## config.mk

```make
export PLATFORM = sky130hd
export DESIGN_NAME = lcd_cmd_sequencer
export DESIGN_NICKNAME = d
export VERILOG_FILES = /design/src/rtl/lcd_cmd_sequencer.sv
export SDC_FILE = /design/constraint.sdc
export NUM_CORES = 1
export LEC_CHECK = 0
export ABC_AREA = 1
export BUFFER_PORTS_ARGS = -buffer_cell sky130_fd_sc_hd__buf_2
export CAP_MARGIN = 20
export CORE_MARGIN = 2
export CORE_UTILIZATION = 35
export DETAILED_ROUTE_END_ITERATION = 6
export PLACE_DENSITY_LB_ADDON = 0.25
export SKIP_LAST_GASP = 1
export SLEW_MARGIN = 20
export SYNTH_ARGS = -nofsm -noshare
export SYNTH_HDL_FRONTEND = slang
export SYNTH_SLANG_ARGS = --single-unit
```

## constraint.sdc

```tcl
create_clock -name clk -period 2.19 [get_ports clk]
set_input_delay 0.438 -clock clk [delete_from_list [all_inputs] [get_ports clk]]
set_output_delay 0.438 -clock clk [all_outputs]
set_load 0.05 [all_outputs]
```

## src/rtl/lcd_cmd_sequencer.sv

```systemverilog
// lcd_cmd_sequencer: walks a shared command ROM from a caller-selected base
// address and feeds each entry (byte, D/C, CS, post-delay, last flag) to the
// SPI byte shifter. Several sequences (init, loop, window, sleep-out, ...)
// can live in the same ROM, each terminated by its own last flag.
module lcd_cmd_sequencer #(
   parameter int DW       = 8,
   parameter int AW       = 6,
   parameter int DLY_W    = 8,
   parameter int TICK_DIV = 100000,
   parameter int GAP      = 8,
   parameter int EW       = DW + 3 + DLY_W
) (
   input  logic          clk,
   input  logic          rst,
   input  logic          i_start,
   input  logic [AW-1:0] i_base_addr,
   input  logic          i_abort,
   output logic          o_rom_rd,
   output logic [AW-1:0] o_rom_addr,
   input  logic [EW-1:0] i_rom_data,
   output logic          o_send,
   output logic [DW-1:0] o_data,
   output logic          o_dc,
   output logic          o_cs,
   input  logic          i_command_sent,
   output logic          o_busy,
   output logic          o_done,
   output logic          o_error,
   output logic [AW:0]   o_count
);

   localparam int TW = (TICK_DIV > 1) ? $clog2(TICK_DIV) : 1;
   localparam int GW = (GAP > 1) ? $clog2(GAP) : 1;
   localparam logic [TW-1:0] TICK_LAST = TW'(TICK_DIV - 1);
   localparam logic [GW-1:0] GAP_LAST  = GW'(GAP - 1);
   localparam logic [AW-1:0] ADDR_TOP  = '1;

   typedef enum logic [2:0] {
      S_IDLE, S_FETCH, S_LOAD, S_SEND, S_GAP, S_DELAY, S_DONE
   } state_t;

   state_t           state_q, state_d;
   logic [AW-1:0]    addr_q, addr_d;
   logic [EW-1:0]    entry_q, entry_d;
   logic [AW:0]      count_q, count_d;
   logic             err_q, err_d;
   logic             abort_q, abort_d;
   logic [TW-1:0]    tick_q, tick_d;
   logic [GW-1:0]    gap_q, gap_d;
   logic [DLY_W-1:0] dly_q, dly_d;

   // entry field views
   logic [DW-1:0]    ent_data;
   logic             ent_dc, ent_cs, ent_last;
   logic [DLY_W-1:0] ent_dly;

   assign ent_data = entry_q[DW-1:0];
   assign ent_dc   = entry_q[DW];
   assign ent_cs   = entry_q[DW+1];
   assign ent_last = entry_q[DW+2];
   assign ent_dly  = entry_q[EW-1:DW+3];

   // state and datapath registers, synchronous reset
   always_ff @(posedge clk) begin
      if (rst) begin
         state_q <= S_IDLE;
         addr_q  <= '0;
         entry_q <= '0;
         count_q <= '0;
         err_q   <= 1'b0;
         abort_q <= 1'b0;
         tick_q  <= '0;
         gap_q   <= '0;
         dly_q   <= '0;
      end else begin
         state_q <= state_d;
         addr_q  <= addr_d;
         entry_q <= entry_d;
         count_q <= count_d;
         err_q   <= err_d;
         abort_q <= abort_d;
         tick_q  <= tick_d;
         gap_q   <= gap_d;
         dly_q   <= dly_d;
      end
   end

   // next-state: sequencing, gap/delay timing, abort latch and end-of-ROM check
   always_comb begin
      logic abort_now;
      logic do_step;
      state_d   = state_q;
      addr_d    = addr_q;
      entry_d   = entry_q;
      count_d   = count_q;
      err_d     = err_q;
      abort_d   = abort_q;
      tick_d    = tick_q;
      gap_d     = gap_q;
      dly_d     = dly_q;
      do_step   = 1'b0;
      // a request arriving this cycle counts as well as one already latched
      abort_now = abort_q | i_abort;

      if (state_q != S_IDLE && i_abort) abort_d = 1'b1;

      case (state_q)
         S_IDLE: begin
            // abort in the same cycle as start suppresses the start
            if (i_start && !i_abort) begin
               addr_d  = i_base_addr;
               count_d = '0;
               err_d   = 1'b0;
               state_d = S_FETCH;
            end
         end
         S_FETCH: state_d = abort_now ? S_IDLE : S_LOAD;
         S_LOAD: begin
            if (abort_now) state_d = S_IDLE;
            else begin
               entry_d = i_rom_data;
               state_d = S_SEND;
            end
         end
         S_SEND: begin
            // the byte in flight always completes; abort is taken afterwards
            if (i_command_sent) begin
               count_d = count_q + (AW+1)'(1);
               gap_d   = '0;
               state_d = abort_now ? S_IDLE : S_GAP;
            end
         end
         S_GAP: begin
            if (abort_now) state_d = S_IDLE;
            else if (gap_q == GAP_LAST) begin
               if (ent_dly != '0) begin
                  tick_d  = '0;
                  dly_d   = ent_dly;
                  state_d = S_DELAY;
               end else do_step = 1'b1;
            end else gap_d = gap_q + GW'(1);
         end
         S_DELAY: begin
            // ms-tick prescaler cascaded into the per-entry delay down-counter
            if (abort_now) state_d = S_IDLE;
            else if (tick_q == TICK_LAST) begin
               tick_d = '0;
               if (dly_q == DLY_W'(1)) do_step = 1'b1;
               else dly_d = dly_q - DLY_W'(1);
            end else tick_d = tick_q + TW'(1);
         end
         S_DONE:  state_d = S_IDLE;
         default: state_d = S_IDLE;
      endcase

      if (do_step) begin
         if (ent_last) state_d = S_DONE;
         else if (addr_q == ADDR_TOP) begin
            // ran off the top of the ROM without a terminator
            err_d   = 1'b1;
            state_d = S_IDLE;
         end else begin
            addr_d  = addr_q + AW'(1);
            state_d = S_FETCH;
         end
      end

      if (state_d == S_IDLE) abort_d = 1'b0;
   end

   // outputs decoded from registered state and entry only
   always_comb begin
      o_rom_rd   = (state_q == S_FETCH);
      o_rom_addr = addr_q;
      o_send     = 1'b0;
      o_data     = '0;
      o_dc       = 1'b1;
      o_cs       = 1'b1;
      o_busy     = (state_q != S_IDLE);
      o_done     = (state_q == S_DONE);
      o_error    = err_q;
      o_count    = count_q;
      case (state_q)
         S_SEND: begin
            o_send = 1'b1;
            o_data = ent_data;
            o_dc   = ent_dc;
            o_cs   = ent_cs;
         end
         S_GAP: begin
            o_dc = ent_dc;
            o_cs = ent_cs;
         end
         S_DELAY: o_dc = ent_dc;
         default: ;
      endcase
   end

endmodule
```

==> Word-level counts from Yosys, hierarchy flattened <==
Index checks and enable logic that the tools add are counted.
{ "word_totals": {"reg_bits": 65, "in_bits": 30, "output_inout_bits": 28, "wordCells": 107} }
{ "classes": {"addsub": 5, "eq_ne": 19, "muxes": 54, "n_bitwise": 2, "reduce_logical": 18} }
{ "op_table": {"columns": ["cell", "n"], "rows": [
  ["two-way mux 17 bit", 5],
  ["two-way mux 8 bit", 7],
  ["two-way mux 3 bit", 12],
  ["case mux 17 bit (2 select lines)", 1],
  ["two-way mux 6 bit", 5],
  ["inequality test 2 bit (second input constant)", 9],
  ["case mux 3 bit (6 select lines)", 1],
  ["adder 17 x 1 -> 17 bit (second input constant)", 1],
  ["equality test 17 bit (second input constant)", 1],
  ["case mux 8 bit (2 select lines)", 1],
  ["two-way mux 1 bit", 15],
  ["two-way mux 7 bit", 2],
  ["case mux 7 bit (2 select lines)", 1],
  ["equality test 3 bit (second input constant)", 4],
  ["equality test 8 x 1 -> 1 bit (second input constant)", 1],
  ["nonzero test 8 bit", 1],
  ["subtractor 8 x 1 -> 8 bit (second input constant)", 1],
  ["adder 7 x 1 -> 7 bit (second input constant)", 1],
  ["AND reduction 7 bit", 1],
  ["adder 6 x 1 -> 6 bit (second input constant)", 1],
  ["equality test 3 x 2 -> 1 bit (second input constant)", 2],
  ["equality test 6 bit (second input constant)", 1],
  ["zero test 3 bit", 2],
  ["case mux 3 bit (2 select lines)", 1],
  ["16 further kinds", 21]
]} }

==> Depth between registers and ports, before layout <==
Gate-level depths: netlist of run 1.
{ "depth": {"ltp_word": 8, "mapped_depth": 13, "ltp_nobuf": 13} }

==> Least setup slack after synthesis of run 1 <==
Ideal clock, no wire load.
{ "synth_path": {"path_kind": "reg2out", "startpoint": "register state_q[1]", "endpoint": "output o_data[0]", "arrival_ns": 1.997, "slack_ns": -0.245, "stages_incl_launch_ff": 6, "path_buffers": 1, "path_cell_list": "dfxtp_1 > inv_1 > nor3_4 > inv_1 > clkbuf_1 > nor2_1"} }
{ "synth_between": {"elab_chain_len": 2} }
{ "synth_rtl": {"columns": ["item", "line_no", "source"], "rows": [
  ["from (decl)", "42", "state_t state_q, state_d;"],
  ["from (signal assigned)", "76", "state_q <= state_d;"],
  ["equality test 3 x 2 -> 1 bit", "183", "case (state_q)"],
  ["two-way mux 8 bit", "183", null],
  ["to (decl)", "22", "output logic [DW-1:0] o_data,"]
]} }
No other way between the ends.

==> Final worst setup path of run 1 <==
{ "layout_path": {"startpoint": "register state_q[2]", "endpoint": "output o_dc"} }
{ "layout_between": {"elab_chain_len": 3} }
{ "layout_rtl": {"columns": ["item", "line_no", "source"], "rows": [
  ["equality test 3 bit or equality test 3 x 2 -> 1 bit (tied branches)", "183", null],
  ["OR reduction 3 bit (no source line) (*)", null, null],
  ["two-way mux 1 bit (*)", "183", null],
  ["to (decl)", "23", "output logic o_dc,"]
]} }
Every way passes the cells marked *; elsewhere a longest branch is shown, timed or not.

==> results of run 1 <==
## sequential cells by signal, summed over array words and instances, names as in the netlist
name,flops
state_q,3
o_count,7
o_rom_addr,6
entry_q,19
tick_q,17
dly_q,8
o_error,1
gap_q,3
abort_q,1
## timing repair
item,4_1_cts,5_1_grt
endpoints found under the setup margin,1,9
gates resized for setup,1,22
setup buffers,2,0
## cell usage in the layout, fill, tap and decap left out, types with 3 or more instances in the layout
cell type  count
nor3b_1        4
nand4_1        9
ha_1           7
nand2_2        4
or2_2          3
nor2_1        70
inv_1         66
nor3_1        16
xor2_1         6
clkbuf_8      10
nor2_2        11
a211oi_1       3
inv_2          3
nand3_1       18
buf_2         49
dfxtp_1       65
a21oi_1       40
buf_6          5
nand2_1      110
o21ai_0       45
buf_4         14
bufinv_16      3
## layer usage
| layer | vias up | routed length, microns |
|---|---|---|
| li1 | 1779 | - |
| met1 | 1548 | 3790 |
| met2 | 71 | 3940 |
| met3 | 12 | 368 |
| met4 | 0 | 112 |
| met5 | - | 0 |
## Yosys cell counts
| library cell | instances | share of area (%) |
|---|---|---|
| inv_2 | 2 | 0.22 |
| nand2_1 | 110 | 12 |
| nor3b_2 | 1 | 0.37 |
| nor3_2 | 1 | 0.29 |
| buf_2 | 2 | 0.29 |
| a31oi_1 | 2 | 0.37 |
| nand4_1 | 9 | 1.6 |
| o211ai_1 | 1 | 0.22 |
| a31o_2 | 1 | 0.26 |
| o21bai_1 | 1 | 0.22 |
| nand3_1 | 18 | 2.6 |
| o21ai_0 | 45 | 6.6 |
| o22ai_1 | 2 | 0.37 |
| nor2_1 | 78 | 8.6 |
| buf_4 | 2 | 0.44 |
| clkbuf_1 | 8 | 0.88 |
| nand3_2 | 2 | 0.59 |
| and3_1 | 1 | 0.18 |
| o211a_1 | 1 | 0.29 |
| a22oi_1 | 1 | 0.22 |
| nor3_1 | 16 | 2.3 |
| or2_2 | 3 | 0.55 |
| buf_1 | 1 | 0.11 |
| nand2_2 | 4 | 0.73 |
| a21oi_1 | 40 | 5.9 |
| xnor2_1 | 1 | 0.26 |
| a211oi_1 | 3 | 0.66 |
| nor2_2 | 3 | 0.55 |
| xor2_1 | 6 | 1.5 |
| inv_1 | 68 | 7.5 |
| nor3_4 | 1 | 0.48 |
| dfxtp_1 | 65 | 38 |
| nor3b_1 | 4 | 0.88 |
| nand3b_1 | 2 | 0.44 |
| ha_1 | 7 | 2.6 |
| buf_6 | 2 | 0.66 |
## worst max-delay path by stage
| stage | endpoint | cells past startpoint |
|---|---|---|
| final | o_dc | 4 |
| after global routing | o_data[0] | 6 |
| after CTS | o_data[4] | 6 |
| after detailed placement | dly_q[7]$_SDFFE_PP0P_ | 12 |
| after global placement | dly_q[3]$_SDFFE_PP0P_ | 13 |
| after floorplan | o_data[0] | 5 |
## through the flow
| stage | hold WS, ns | setup WS [ns] | cells | TNS [ns] |
|---|---|---|---|---|
| after detailed placement | 0.452 | 0.224 | 699 | 0 |
| final | 0.352 | 0.101 | 717 | 0 |
| after CTS | 0.344 | 0.00467 | 717 | 0 |
| after global routing | 0.354 | 0.000181 | 717 | 0 |
| after floorplan | 0.422 | -0.109 | 514 | -0.871 |
| after global placement | 0.442 | 0.277 | 699 | 0 |
## critical path: stages, from the launching register on
cell	delay [ns]
dfxtp_1	0.46
nand3_1	0.18
buf_4	0.22
a31o_2	0.25
buf_2	0.21
## power by group through the flow
stage / Combinational (W) / Clock, W / Sequential [W]
after floorplan: 0.0000907 / 0 / 0.00125
after global placement: 0.000170 / 0 / 0.00123
after detailed placement: 0.000173 / 0 / 0.00123
after CTS: 0.000174 / 0.00128 / 0.00121
after global routing: 0.000193 / 0.00134 / 0.00121
final: 0.000172 / 0.00125 / 0.00121
## cell type report
cell class / count / area (sq um)
fillers: 1053 / 5450
clock buffers: 11 / 141
repair buffers: 69 / 427
well taps: 133 / 166
inverters: 70 / 267
clock inverters: 5 / 103
multi-input cells: 364 / 1790
flip-flops and latches: 65 / 1300
## kinds of logic after synthesis
kind of cell | share of synthesized area [%]
AOI/OAI and AO/OA | 15.1
xor gates and xnor gates | 1.80
adders and majority gates | 2.57
buffers and inverters | 10.1
DFF | 38.1
and+or+nand+nor | 32.4
==> results.md, run 1 <==
- Routed vias: 3410
- Slew Limit Fails: 0
- Layout area overhead: 22.8%
- Syn Inst Count: 514
- Pint: 0.00204 W
- GRT overflow: 0
- Clock skew: 0.0107 ns
- Met2 layer usage reported by global route: 27.6%
- WHS Endpoint: entry_q[18]$_SDFFE_PP0P_
- Placer Congestion: 0.823
- Fraction of layout cells with a size suffix above 1: 19.2%
- Normalized max-slew margin: 70.9%
- Unique masters post-synth: 36
- Final hold vios: 0
- Worst slew pin tran: 0.436 ns
- Ant diodes: 0
- Post-synthesis cell area: 3410 sq um
- Grt peak-use layer: met2
- PwrDens: 627 nW/um^2
- Met1 Track Usage GR: 20.0%
- Critical path class: reg -> out
- Largest net degree at the start of global routing: 34
- Global-route usage over all layers: 16.4%
- Routed wire per std cell: 11.5 microns
- Post-CTS Hold Fix Bufs: 0
- Final setup violating endpoints: 0
- Worst R2R Path Depth: 10
- Starting Density: 35.4%
- Status: finished clean
- Hold depth: 3
- TritonCTS Buffers: 9
- Synthesized Nets: 551
- WP data required: 1.75 ns
- Core area: 9640 sq um
- DRC: 0
- Grt met3 use: 5.29%
- FF+latch count, synth: 65
- Hold Path Origin: i_rom_data[18]
- Vias in the first global route: 3072
- Achievable Freq: 479 MHz
- Final ANT Viol Nets: 0
- Setup crit start: state_q[2]$_SDFF_PP0_
- Critical Path Start Type: register
- Clock power frac: 47.6%
- Gate power share: 6.5%
- Min Tclk post-route: 2.09 ns
- Port Buffers: 57
- Type of the worst min-delay path: in -> reg
- Clk pin slew, worst setup/hold paths: 0.07 ns
- VDD IR max: 0.287 mV
- Die area: 10600 sq um
- Site Rows: 36
- Die H: 103 microns
- Buffer depth of the longest clock path: 2
- Power share of the sequential group: 45.9%
- TritonCTS clock tree: built
- Post-route cell area: 4190 sq um
- Setup crit end kind: output pin
- Net Sw Power: 0.000592 W
- Fin nets: 616
- Register area share after synthesis: 38.1%
- Clk root buf: clkbuf_8
- Die width: 103 microns
- HPWL after detailed placement: 6160 microns
- Post-layout util: 43.5%
- 1st-iter DRT viols: 116
- Final wirelength: 8220 microns
- Placed Area: 3880 sq um
- First-pass GRT wire length: 13600 microns
- Fin crit share: 95.4%
- Sw frac: 22.5%
- Crit path max fanout: 9
- Max cap viols: 0
- Worst EP arrival: 1.65 ns
- Vias per cell: 4.76
- Latest clock arrival within the worst-skew pair: 0.35 ns
- Total power: 0.00263 W
- Worst R2R Start: gap_q[0]$_SDFFE_PP0P_
- Sink Count: 65
- Initial antenna violation count: 0
- RR Endpoint: dly_q[7]$_SDFFE_PP0P_
- R2r setup slk: 0.25 ns
- Ys Warns: 0
- Lkg Pwr: 1.84 nW
- Htree depth: 3
- I/O pin total: 58
- RSZ-0062 raised after global routing: no
- Syn Area/Cell: 6.64 sq um
- DRT Pass-1 Iters: 4
(Power assumes the default switching activity.)
==> run 2: changes to the inputs <==
clock period = 2.38 ns   (was 2.19 ns; I/O delays follow)
==> results.md, run 2 (same netlist as run 1, synthesis figures left out) <==
- Final ANT Viol Nets: 0
- GRT overflow: 0
- VDD IR max: 0.290 mV
- Sink Count: 65
- Starting Density: 35.4%
- Placer Congestion: 0.836
- Lkg Pwr: 1.81 nW
- Vias in the first global route: 3091
- Critical path class: reg -> out
- Final hold vios: 0
- Largest register FFs: 19
- Initial antenna violation count: 0
- RSZ-0062 raised after global routing: yes
- Worst path slowest cell: dfxtp_1
- HPWL after detailed placement: 6110 microns
- Setup crit end kind: output pin
- Buffer depth of the longest clock path: 2
- PwrDens: 545 nW/um^2
- Post-CTS Hold Fix Bufs: 0
- DRT Pass-1 Iters: 4
- Ant diodes: 0
- Most flops, register: entry_q
- Fraction of layout cells with a size suffix above 1: 17.4%
- Die width: 103 microns
- Status: finished clean
- Site Rows: 36
- DRC: 0
- Final wirelength: 8100 microns
- Type of the worst min-delay path: in -> reg
- TritonCTS clock tree: built
- Top Registers: entry_q (19), tick_q (17), dly_q (8)
- WP data required: 1.90 ns
- Routed wire per std cell: 11.3 microns
- Final setup violating endpoints: 0
- Port Buffers: 57
- Min Tclk post-route: 2.28 ns
- Total power: 0.00221 W
- TritonCTS Buffers: 9
- Global-route usage over all layers: 16.3%
- 1st-iter DRT viols: 119
- Setup TNS: 0 ns
- Htree depth: 3
- Commonest non-fill, non-tap cells in the layout: nand2_1, nor2_1, inv_1
- Worst-path cell chain: inv_1 > nor3_4 > clkinvlp_4 > buf_4 > nor2_1 > buf_2
- Critical path's top delay family: buffers and inverters
- Die area: 10600 sq um
- Crit path max fanout: 9
- I/O pin total: 58
- Layout area overhead: 19.1%
- First-pass GRT wire length: 13700 microns
- Fin nets: 615
- Critical Path Start Type: register
- Clock skew: 0.00576 ns
- Core area: 9640 sq um
- Latest clock arrival within the worst-skew pair: 0.34 ns
- Critical Path Max Stage Delay: 0.41 ns
- Routed vias: 3405
- Most common cell after layout, fill and taps aside: nand2_1
- Buf+Inv Stages, Crit Path: 4
- Vias per cell: 4.76
- Normalized max-slew margin: 67.7%
- Worst slew pin tran: 0.484 ns
- Slew Limit Fails: 0
- Clk root buf: clkbuf_8
- Max cap viols: 0
- Largest net degree at the start of global routing: 32
- Worst EP arrival: 1.81 ns
- Achievable Freq: 438 MHz
- Clk pin slew, worst setup/hold paths: 0.07 ns
- Fin crit share: 96.0%
- Die H: 103 microns
- Number of fill cells: 1077
==> run 2: cell types whose count changed in the layout (fill, tap and decap cells not counted) <==
cell / delta
nor2_1: +8
nor2_2: -8
clkbuf_8: +1
clkinv_2: +1
buf_4: -3
buf_12: -1
buf_6: -5
inv_1: +1
buf_2: +8
clkinvlp_4: -1
inv_2: -1
bufinv_16: -2
==> run 2: cell type report <==
| class | count | area, sq um | area share [%] |
|---|---|---|---|
| multi-input cells | 364 | 1770 | 43.5 |
| flip-flops and latches | 65 | 1300 | 32.0 |
| repair buffers | 68 | 368 | 9.05 |
| inverters | 70 | 267 | 6.56 |
| well taps | 133 | 166 | 4.09 |
| clock buffers | 12 | 155 | 3.82 |
| clock inverters | 3 | 40.0 | 0.985 |
==> run 2: final timing paths <==
path	start	to	slack, ns	depth (start not counted)
min reg2reg	entry_q[3]$_SDFFE_PP0P_	entry_q[3]$_SDFFE_PP0P_	0.46	2
max	state_q[0]$_SDFF_PP0_	o_data[7]	0.1	6
max reg2reg	state_q[1]$_SDFF_PP0_	dly_q[7]$_SDFFE_PP0P_	0.27	7
min	i_rom_data[14]	entry_q[14]$_SDFFE_PP0P_	0.38	3
==> run 2: per-layer routing <==
metal | vias to the layer above | part of all wire (%) | global-route usage, %
met5 | - | 0 | 0
met4 | 0 | 1.1 | 5.36
met3 | 8 | 3.9 | 4.20
met2 | 51 | 48 | 27.7
met1 | 1567 | 47 | 20.1
li1 | 1779 | - | -
==> run 2: per-stage QoR <==
step | std cells | setup WS, ns | cell area, sq um | hold WS, ns | utilization [%]
2_1_floorplan | 514 | -0.0932 | 3410 | 0.422 | -
3_3_place_gp | 697 | 0.401 | 3840 | 0.439 | 39.9
3_5_place_dp | 697 | 0.301 | 3840 | 0.448 | 39.9
4_1_cts | 712 | 0.0320 | 4040 | 0.369 | 41.9
5_1_grt | 715 | -0.0454 | 4070 | 0.394 | 42.2
6_report | 715 | 0.0951 | 4070 | 0.383 | 42.2
==> run 2: what timing repair did <==
action / CTS / global route
gates resized for setup: 0 / 1
endpoints found under the setup margin: 0 / 9
buffers inserted: 0 / 3
==> run 2: worst register-to-register path: cells and delay by family (launching register included) <==
kind	cells	cell delay, ns
and+or+nand+nor	4	1.13
DFF	1	0.32
AOI/OAI and AO/OA	1	0.20
buffers and inverters	2	0.35
==> run 2: power breakdown <==
part | internal [W] | leakage (nW) | total [W] | switching [W]
combinational | 0.0000528 | 1.18 | 0.000158 | 0.000105
clock | 0.000532 | 0.102 | 0.000946 | 0.000414
sequential | 0.00110 | 0.525 | 0.00111 | 0.0000102
